## src/rtl/or4_tester_pkg.sv

```systemverilog
// Shared types and widths for the quad OR-gate self-test sequencer.
package or4_tester_pkg;

  localparam int VEC_W = 8;
  localparam int ERR_W = 9;
  localparam int Y_W   = 4;

  typedef enum logic [1:0] {
    IDLE   = 2'd0,
    SETTLE = 2'd1,
    CHECK  = 2'd2,
    DONE   = 2'd3
  } state_e;

  // Reference response of a healthy gate stage for the vector {A,B}.
  function automatic logic [Y_W-1:0] or_ref(input logic [VEC_W-1:0] vec);
    return vec[VEC_W-1:Y_W] | vec[Y_W-1:0];
  endfunction

endpackage

```

## src/rtl/or4_gate_tester_if.sv

```systemverilog
// Bundle between the tester and the gate-under-test environment.
interface or4_gate_tester_if;
  import or4_tester_pkg::*;

  logic               start;
  logic [Y_W-1:0]     a;
  logic [Y_W-1:0]     b;
  logic [Y_W-1:0]     y_in;
  logic               busy;
  logic               done;
  logic               pass;
  logic [ERR_W-1:0]   err_cnt;
  logic               fail_valid;
  logic [VEC_W-1:0]   fail_vec;

  modport master (
    input  start, y_in,
    output a, b, busy, done, pass, err_cnt, fail_valid, fail_vec
  );

  modport slave (
    output start, y_in,
    input  a, b, busy, done, pass, err_cnt, fail_valid, fail_vec
  );

endinterface

```

## src/rtl/or4_gate_tester_sync_2ff.sv

```systemverilog
// Two-flop synchroniser for a bus that is asynchronous to clk_i.
module sync_2ff #(
  parameter int W = 4
) (
  input  logic         clk_i,
  input  logic         rst_i,
  input  logic [W-1:0] d_i,
  output logic [W-1:0] q_o
);

  logic [W-1:0] meta_q;
  logic [W-1:0] sync_q;

  always_ff @(posedge clk_i) begin
    if (rst_i) begin
      meta_q <= '0;
      sync_q <= '0;
    end else begin
      meta_q <= d_i;
      sync_q <= meta_q;
    end
  end

  assign q_o = sync_q;

endmodule

```

## src/rtl/or4_gate_tester.sv

```systemverilog
// Sweeps all 256 {A,B} vectors through the OR stage, holding each for SETTLE_CYCLES
// then checking the synchronised Y; reports error count, first failing vector, pass/fail.
module or4_gate_tester
  import or4_tester_pkg::*;
#(
  parameter int SETTLE_CYCLES = 4
) (
  input  logic             clk_i,
  input  logic             rst_i,
  or4_gate_tester_if.master bus
);

  localparam logic [3:0] WAIT_LAST = 4'(SETTLE_CYCLES - 1);

  state_e           state_q, state_d;
  logic [VEC_W-1:0] vec_q, vec_d;
  logic [3:0]       wait_q, wait_d;
  logic [ERR_W-1:0] err_cnt_q, err_cnt_d;
  logic             fail_valid_q, fail_valid_d;
  logic [VEC_W-1:0] fail_vec_q, fail_vec_d;
  logic [VEC_W-1:0] ab_q, ab_d;
  logic [Y_W-1:0]   y_s;
  logic             start_acc;
  logic             mismatch;

  sync_2ff #(.W(Y_W)) u_y_sync (
    .clk_i (clk_i),
    .rst_i (rst_i),
    .d_i   (bus.y_in),
    .q_o   (y_s)
  );

  always_ff @(posedge clk_i) begin
    if (rst_i) begin
      state_q      <= IDLE;
      vec_q        <= '0;
      wait_q       <= '0;
      err_cnt_q    <= '0;
      fail_valid_q <= 1'b0;
      fail_vec_q   <= '0;
      ab_q         <= '0;
    end else begin
      state_q      <= state_d;
      vec_q        <= vec_d;
      wait_q       <= wait_d;
      err_cnt_q    <= err_cnt_d;
      fail_valid_q <= fail_valid_d;
      fail_vec_q   <= fail_vec_d;
      ab_q         <= ab_d;
    end
  end

  always_comb begin
    state_d = state_q;
    case (state_q)
      IDLE, DONE: if (bus.start) state_d = SETTLE;
      SETTLE:     if (wait_q == WAIT_LAST) state_d = CHECK;
      CHECK:      state_d = (vec_q == {VEC_W{1'b1}}) ? DONE : SETTLE;
      default:    state_d = IDLE;
    endcase
  end

  assign start_acc = ((state_q == IDLE) || (state_q == DONE)) && bus.start;
  // Compare against the vector actually on the pins, not the counter.
  assign mismatch  = (state_q == CHECK) && (y_s != or_ref(ab_q));

  always_comb begin
    vec_d        = vec_q;
    wait_d       = wait_q;
    err_cnt_d    = err_cnt_q;
    fail_valid_d = fail_valid_q;
    fail_vec_d   = fail_vec_q;

    if (start_acc) begin
      vec_d        = '0;
      wait_d       = '0;
      err_cnt_d    = '0;
      fail_valid_d = 1'b0;
      fail_vec_d   = '0;
    end else if (state_q == SETTLE) begin
      wait_d = wait_q + 4'd1;
    end else if (state_q == CHECK) begin
      if (mismatch) begin
        err_cnt_d = err_cnt_q + ERR_W'(1);
        if (!fail_valid_q) begin
          fail_valid_d = 1'b1;
          fail_vec_d   = ab_q;
        end
      end
      if (vec_q != {VEC_W{1'b1}}) begin
        vec_d  = vec_q + VEC_W'(1);
        wait_d = '0;
      end
    end
  end

  // Operands are parked at zero whenever no sweep is in progress.
  always_comb begin
    ab_d = '0;
    if ((state_d == SETTLE) || (state_d == CHECK)) ab_d = vec_d;
  end

  always_comb begin
    bus.busy       = (state_q == SETTLE) || (state_q == CHECK);
    bus.done       = (state_q == DONE);
    bus.pass       = (state_q == DONE) && (err_cnt_q == '0);
    bus.a          = ab_q[VEC_W-1:Y_W];
    bus.b          = ab_q[Y_W-1:0];
    bus.err_cnt    = err_cnt_q;
    bus.fail_valid = fail_valid_q;
    bus.fail_vec   = fail_vec_q;
  end

endmodule

```

## src/flat_wrapper.sv

```systemverilog
// flat-port wrapper written by rule: the top's interface ports become plain ports
module or4_gate_tester_flat import or4_tester_pkg::*;
#(
  parameter int SETTLE_CYCLES = 4
)
  (clk_i, rst_i, bus_start, bus_y_in, bus_a, bus_b, bus_busy, bus_done, bus_pass, bus_err_cnt, bus_fail_valid, bus_fail_vec);
  or4_gate_tester_if bus_i ();
  input  logic clk_i;
  input  logic rst_i;
  input wire logic [$bits(bus_i.start)-1:0] bus_start;
  input wire logic [$bits(bus_i.y_in)-1:0] bus_y_in;
  output wire logic [$bits(bus_i.a)-1:0] bus_a;
  output wire logic [$bits(bus_i.b)-1:0] bus_b;
  output wire logic [$bits(bus_i.busy)-1:0] bus_busy;
  output wire logic [$bits(bus_i.done)-1:0] bus_done;
  output wire logic [$bits(bus_i.pass)-1:0] bus_pass;
  output wire logic [$bits(bus_i.err_cnt)-1:0] bus_err_cnt;
  output wire logic [$bits(bus_i.fail_valid)-1:0] bus_fail_valid;
  output wire logic [$bits(bus_i.fail_vec)-1:0] bus_fail_vec;
  assign bus_i.start = bus_start;
  assign bus_i.y_in = bus_y_in;
  assign bus_a = bus_i.a;
  assign bus_b = bus_i.b;
  assign bus_busy = bus_i.busy;
  assign bus_done = bus_i.done;
  assign bus_pass = bus_i.pass;
  assign bus_err_cnt = bus_i.err_cnt;
  assign bus_fail_valid = bus_i.fail_valid;
  assign bus_fail_vec = bus_i.fail_vec;
  or4_gate_tester #(.SETTLE_CYCLES(SETTLE_CYCLES)) u_core (.clk_i(clk_i), .rst_i(rst_i), .bus(bus_i));
endmodule
```

## config.mk

```make
export PLATFORM = sky130hd
export DESIGN_NAME = or4_gate_tester_flat
export DESIGN_NICKNAME = d
export VERILOG_FILES = /design/src/rtl/or4_tester_pkg.sv /design/src/rtl/or4_gate_tester_if.sv /design/src/rtl/or4_gate_tester_sync_2ff.sv /design/src/rtl/or4_gate_tester.sv /design/src/flat_wrapper.sv
export SDC_FILE = /design/constraint.sdc
export NUM_CORES = 1
export LEC_CHECK = 0
export CORE_MARGIN = 4
export CORE_UTILIZATION = 57
export DETAILED_ROUTE_END_ITERATION = 16
export GPL_ROUTABILITY_DRIVEN = 0
export PLACE_DENSITY_LB_ADDON = 0.25
export SLEW_MARGIN = 25
export SYNTH_ARGS = -nofsm -noshare
export SYNTH_HDL_FRONTEND = slang
export SYNTH_SLANG_ARGS = --single-unit
```

## constraint.sdc

```tcl
create_clock -name clk_i -period 2.9 [get_ports clk_i]
set_input_delay 0.58 -clock clk_i [delete_from_list [all_inputs] [get_ports clk_i]]
set_output_delay 0.58 -clock clk_i [all_outputs]
set_load 0.01 [all_outputs]
```

==> run summary <==
Final Skew = 8.46 ps
overflow left after global routing = 0
footprint of the flip-flops and latches = 961 um2
Post-Place Cells = 317
Least-Margin Pin Slew = 591 ps
Clk pin slew, worst setup/hold paths = 90 ps
number of buffers added to fix hold violations after cts = 0
Top Ports = 36
leading cell types in the layout, fill and taps excluded = sky130_fd_sc_hd__dfxtp_1 (48), sky130_fd_sc_hd__clkdlybuf4s50_1 (35), sky130_fd_sc_hd__nand2_1 (34)
final hold violations = 0
Slew Limit Fails = 0
asr flop ratio synth = 0%
setup total negative slack = 0 ps
total via count after detailed routing = 1890
Crit. Startpoint = u_core.state_q[0]
share of the core filled with cells = 73.7%
hold_sp = u_core.u_y_sync.meta_q[0]
overall die area = 4930 um2
final antenna diode count = 0
Port-buffer cells = 35
fin crit period = 2490 ps
commonest non-fill, non-tap cell in the layout = sky130_fd_sc_hd__dfxtp_1
global-route total usage across every layer = 20.2%
pre-CTS WS = 532 ps
setup ws final = 410 ps
number of placement rows = 22
outcome = complete, no violations
Fmax = 402 MHz
Post-synth EDFFs = 0
Max-cap violations = 0
number of standard cells in the final layout excluding fillers = 325
synthesized instance count = 240
Hold/Removal Path Class = flop to flop
launching element type of the critical path = flop
clock sink count = 48
IR Drop Worst-Case VDD = 0.285 mV
CTS H-Tree Depth = 2
# Post-CTS Setup Buffers = 0
Final nets = 291
count of unique library cells instantiated by Yosys = 46
post-route cell area = 2720 um2
Initial Utilization = 59.8%
ratio of total power to cell area = 466 nW/um2
share of synthesized area occupied by flip-flops and latches = 43.6%
worst setup path class = flop to output pin
ratio of cells with drive above 1 in the final layout = 7.94%
Total Power Consumption = 1.27 mW
area occupied by multi-input gates = 1180 um2
clk buf depth = 2
ratio of routed vias to standard cells = 5.82
count of final setup violators = 0
Clock Latency Late Sink = 300 ps
tightest slew margin relative to the limit = 60.6%
vertical extent of the die = 70.2 um
Cell Area, Synth = 2200 um2
remaining antenna violation count after routing = 0
DRC = 0
CTS tree = done
number of gates given a new drive strength after cts = 0
Critical Path AT = 1910 ps
Die Width = 70.2 um
minimum hold slack = 442 ps
#FFs+latches synth = 48
placed wire-length estimate after detailed placement = 3400 um
worst reg2reg path startpoint = u_core.state_q[1]
RSZ-0062 raised after global routing = false
leak pwr = 0.963 nW
Area after DPL = 2600 um2
number of buffers created by CTS = 5
post-synthesis net count = 255
crit path capture type = output pin
worst-path maximum fanout = 9
initial antenna violation count = 0
core outline area = 3690 um2
wire length of the first global-routing pass = 8090 um
via count of the first global-routing pass = 1754
number of fillers in the final layout = 287
Main synth FF type = sky130_fd_sc_hd__dfxtp_1
DR pass1 iterations = 4
Iter 0 DRT Violations = 120
syn_area_per_cell = 9.19 um2
Root Buffer = sky130_fd_sc_hd__clkbuf_8
Yosys warning total = 0
wire length per cell after detailed routing = 14.2 um
Period Utilization, post-route = 85.9%
area delta synth->final = 23.4%
largest net degree at the start of global routing = 33
required time of the worst setup path = 2320 ps
Total Routed Length = 4620 um
cells by family after synthesis:
logic type                 share of synthesized area, %
and+or+nand+nor                                    25.3
DFF                                                43.6
AOI/OAI and AO/OA                                  13.9
muxes                                              9.19
buffers and inverters                              3.12
adders and majority gates                          4.54
xor gates and xnor gates                          0.397
flip-flops by register name (all words and copies together) (netlist names):
name                    count
u_core.ab_q                 8
u_core.bus.err_cnt          9
u_core.bus.fail_valid       1
u_core.bus.fail_vec         8
u_core.state_q              2
u_core.u_y_sync.meta_q      4
u_core.u_y_sync.q_o         4
u_core.vec_q                8
u_core.wait_q               4
report_power, final:
part / leakage (nW) / internal, mW / switching [mW]
Sequential: 0.389 / 0.666 / 0.00446
Clock: 0.0614 / 0.282 / 0.224
Combinational: 0.513 / 0.0341 / 0.0567
Total: 0.963 / 0.982 / 0.285
cell type report:
cell class	instances	share of cell area (%)
flip-flops and latches	48	35.3
clock inverters	2	1.43
inverters	9	1.24
clock buffers	6	3.04
multi-input cells	175	43.3
well taps	48	2.21
repair buffers	37	13.4
cells in the mapped netlist, types with 2 or more instances:
master | n | area (um2)
sky130_fd_sc_hd__nand3_1 | 10 | 50.1
sky130_fd_sc_hd__and4_1 | 2 | 17.5
sky130_fd_sc_hd__mux2i_1 | 18 | 180
sky130_fd_sc_hd__nor3b_1 | 3 | 22.5
sky130_fd_sc_hd__nor3_1 | 3 | 15.0
sky130_fd_sc_hd__mux2_2 | 2 | 22.5
sky130_fd_sc_hd__o21a_1 | 2 | 15.0
sky130_fd_sc_hd__a21oi_1 | 9 | 45.0
sky130_fd_sc_hd__nand4_1 | 4 | 25.0
sky130_fd_sc_hd__clkbuf_1 | 6 | 22.5
sky130_fd_sc_hd__a22oi_1 | 3 | 22.5
sky130_fd_sc_hd__a211oi_1 | 4 | 30.0
sky130_fd_sc_hd__nand2b_1 | 7 | 43.8
sky130_fd_sc_hd__a22oi_2 | 2 | 25.0
sky130_fd_sc_hd__a2111oi_0 | 3 | 26.3
sky130_fd_sc_hd__dfxtp_1 | 48 | 961
sky130_fd_sc_hd__nor2_1 | 12 | 45.0
sky130_fd_sc_hd__nand2_1 | 34 | 128
sky130_fd_sc_hd__inv_1 | 9 | 33.8
sky130_fd_sc_hd__nor2b_1 | 9 | 56.3
sky130_fd_sc_hd__nor4_1 | 6 | 37.5
sky130_fd_sc_hd__or3_1 | 4 | 25.0
sky130_fd_sc_hd__or4_1 | 2 | 15.0
sky130_fd_sc_hd__ha_1 | 8 | 100
sky130_fd_sc_hd__o21ai_0 | 9 | 45.0
critical path, stage by stage (launching register included):
cell and delay (ps):
sky130_fd_sc_hd__dfxtp_1 420, sky130_fd_sc_hd__inv_1 90, sky130_fd_sc_hd__ha_1 420, sky130_fd_sc_hd__inv_1 140
sky130_fd_sc_hd__clkdlybuf4s50_1 550
routing by layer:
layer | share of wire, % | track usage [%] | vias up
met3 | 4.6 | 5.18 | 5
met4 | 1.4 | 7.45 | 0
met1 | 46 | 25.5 | 903
met5 | 0 | 0 | -
li1 | - | - | 933
met2 | 48 | 33.2 | 49
final timing paths:
check | endpoint | slack [ps] | cells past startpoint
max | bus_busy | 410 | 4
min | u_core.u_y_sync.q_o[0] | 440 | 1
max reg2reg | u_core.ab_q[5] | 680 | 5
min reg2reg | u_core.u_y_sync.q_o[0] | 440 | 1
(Power assumes the default switching activity.)
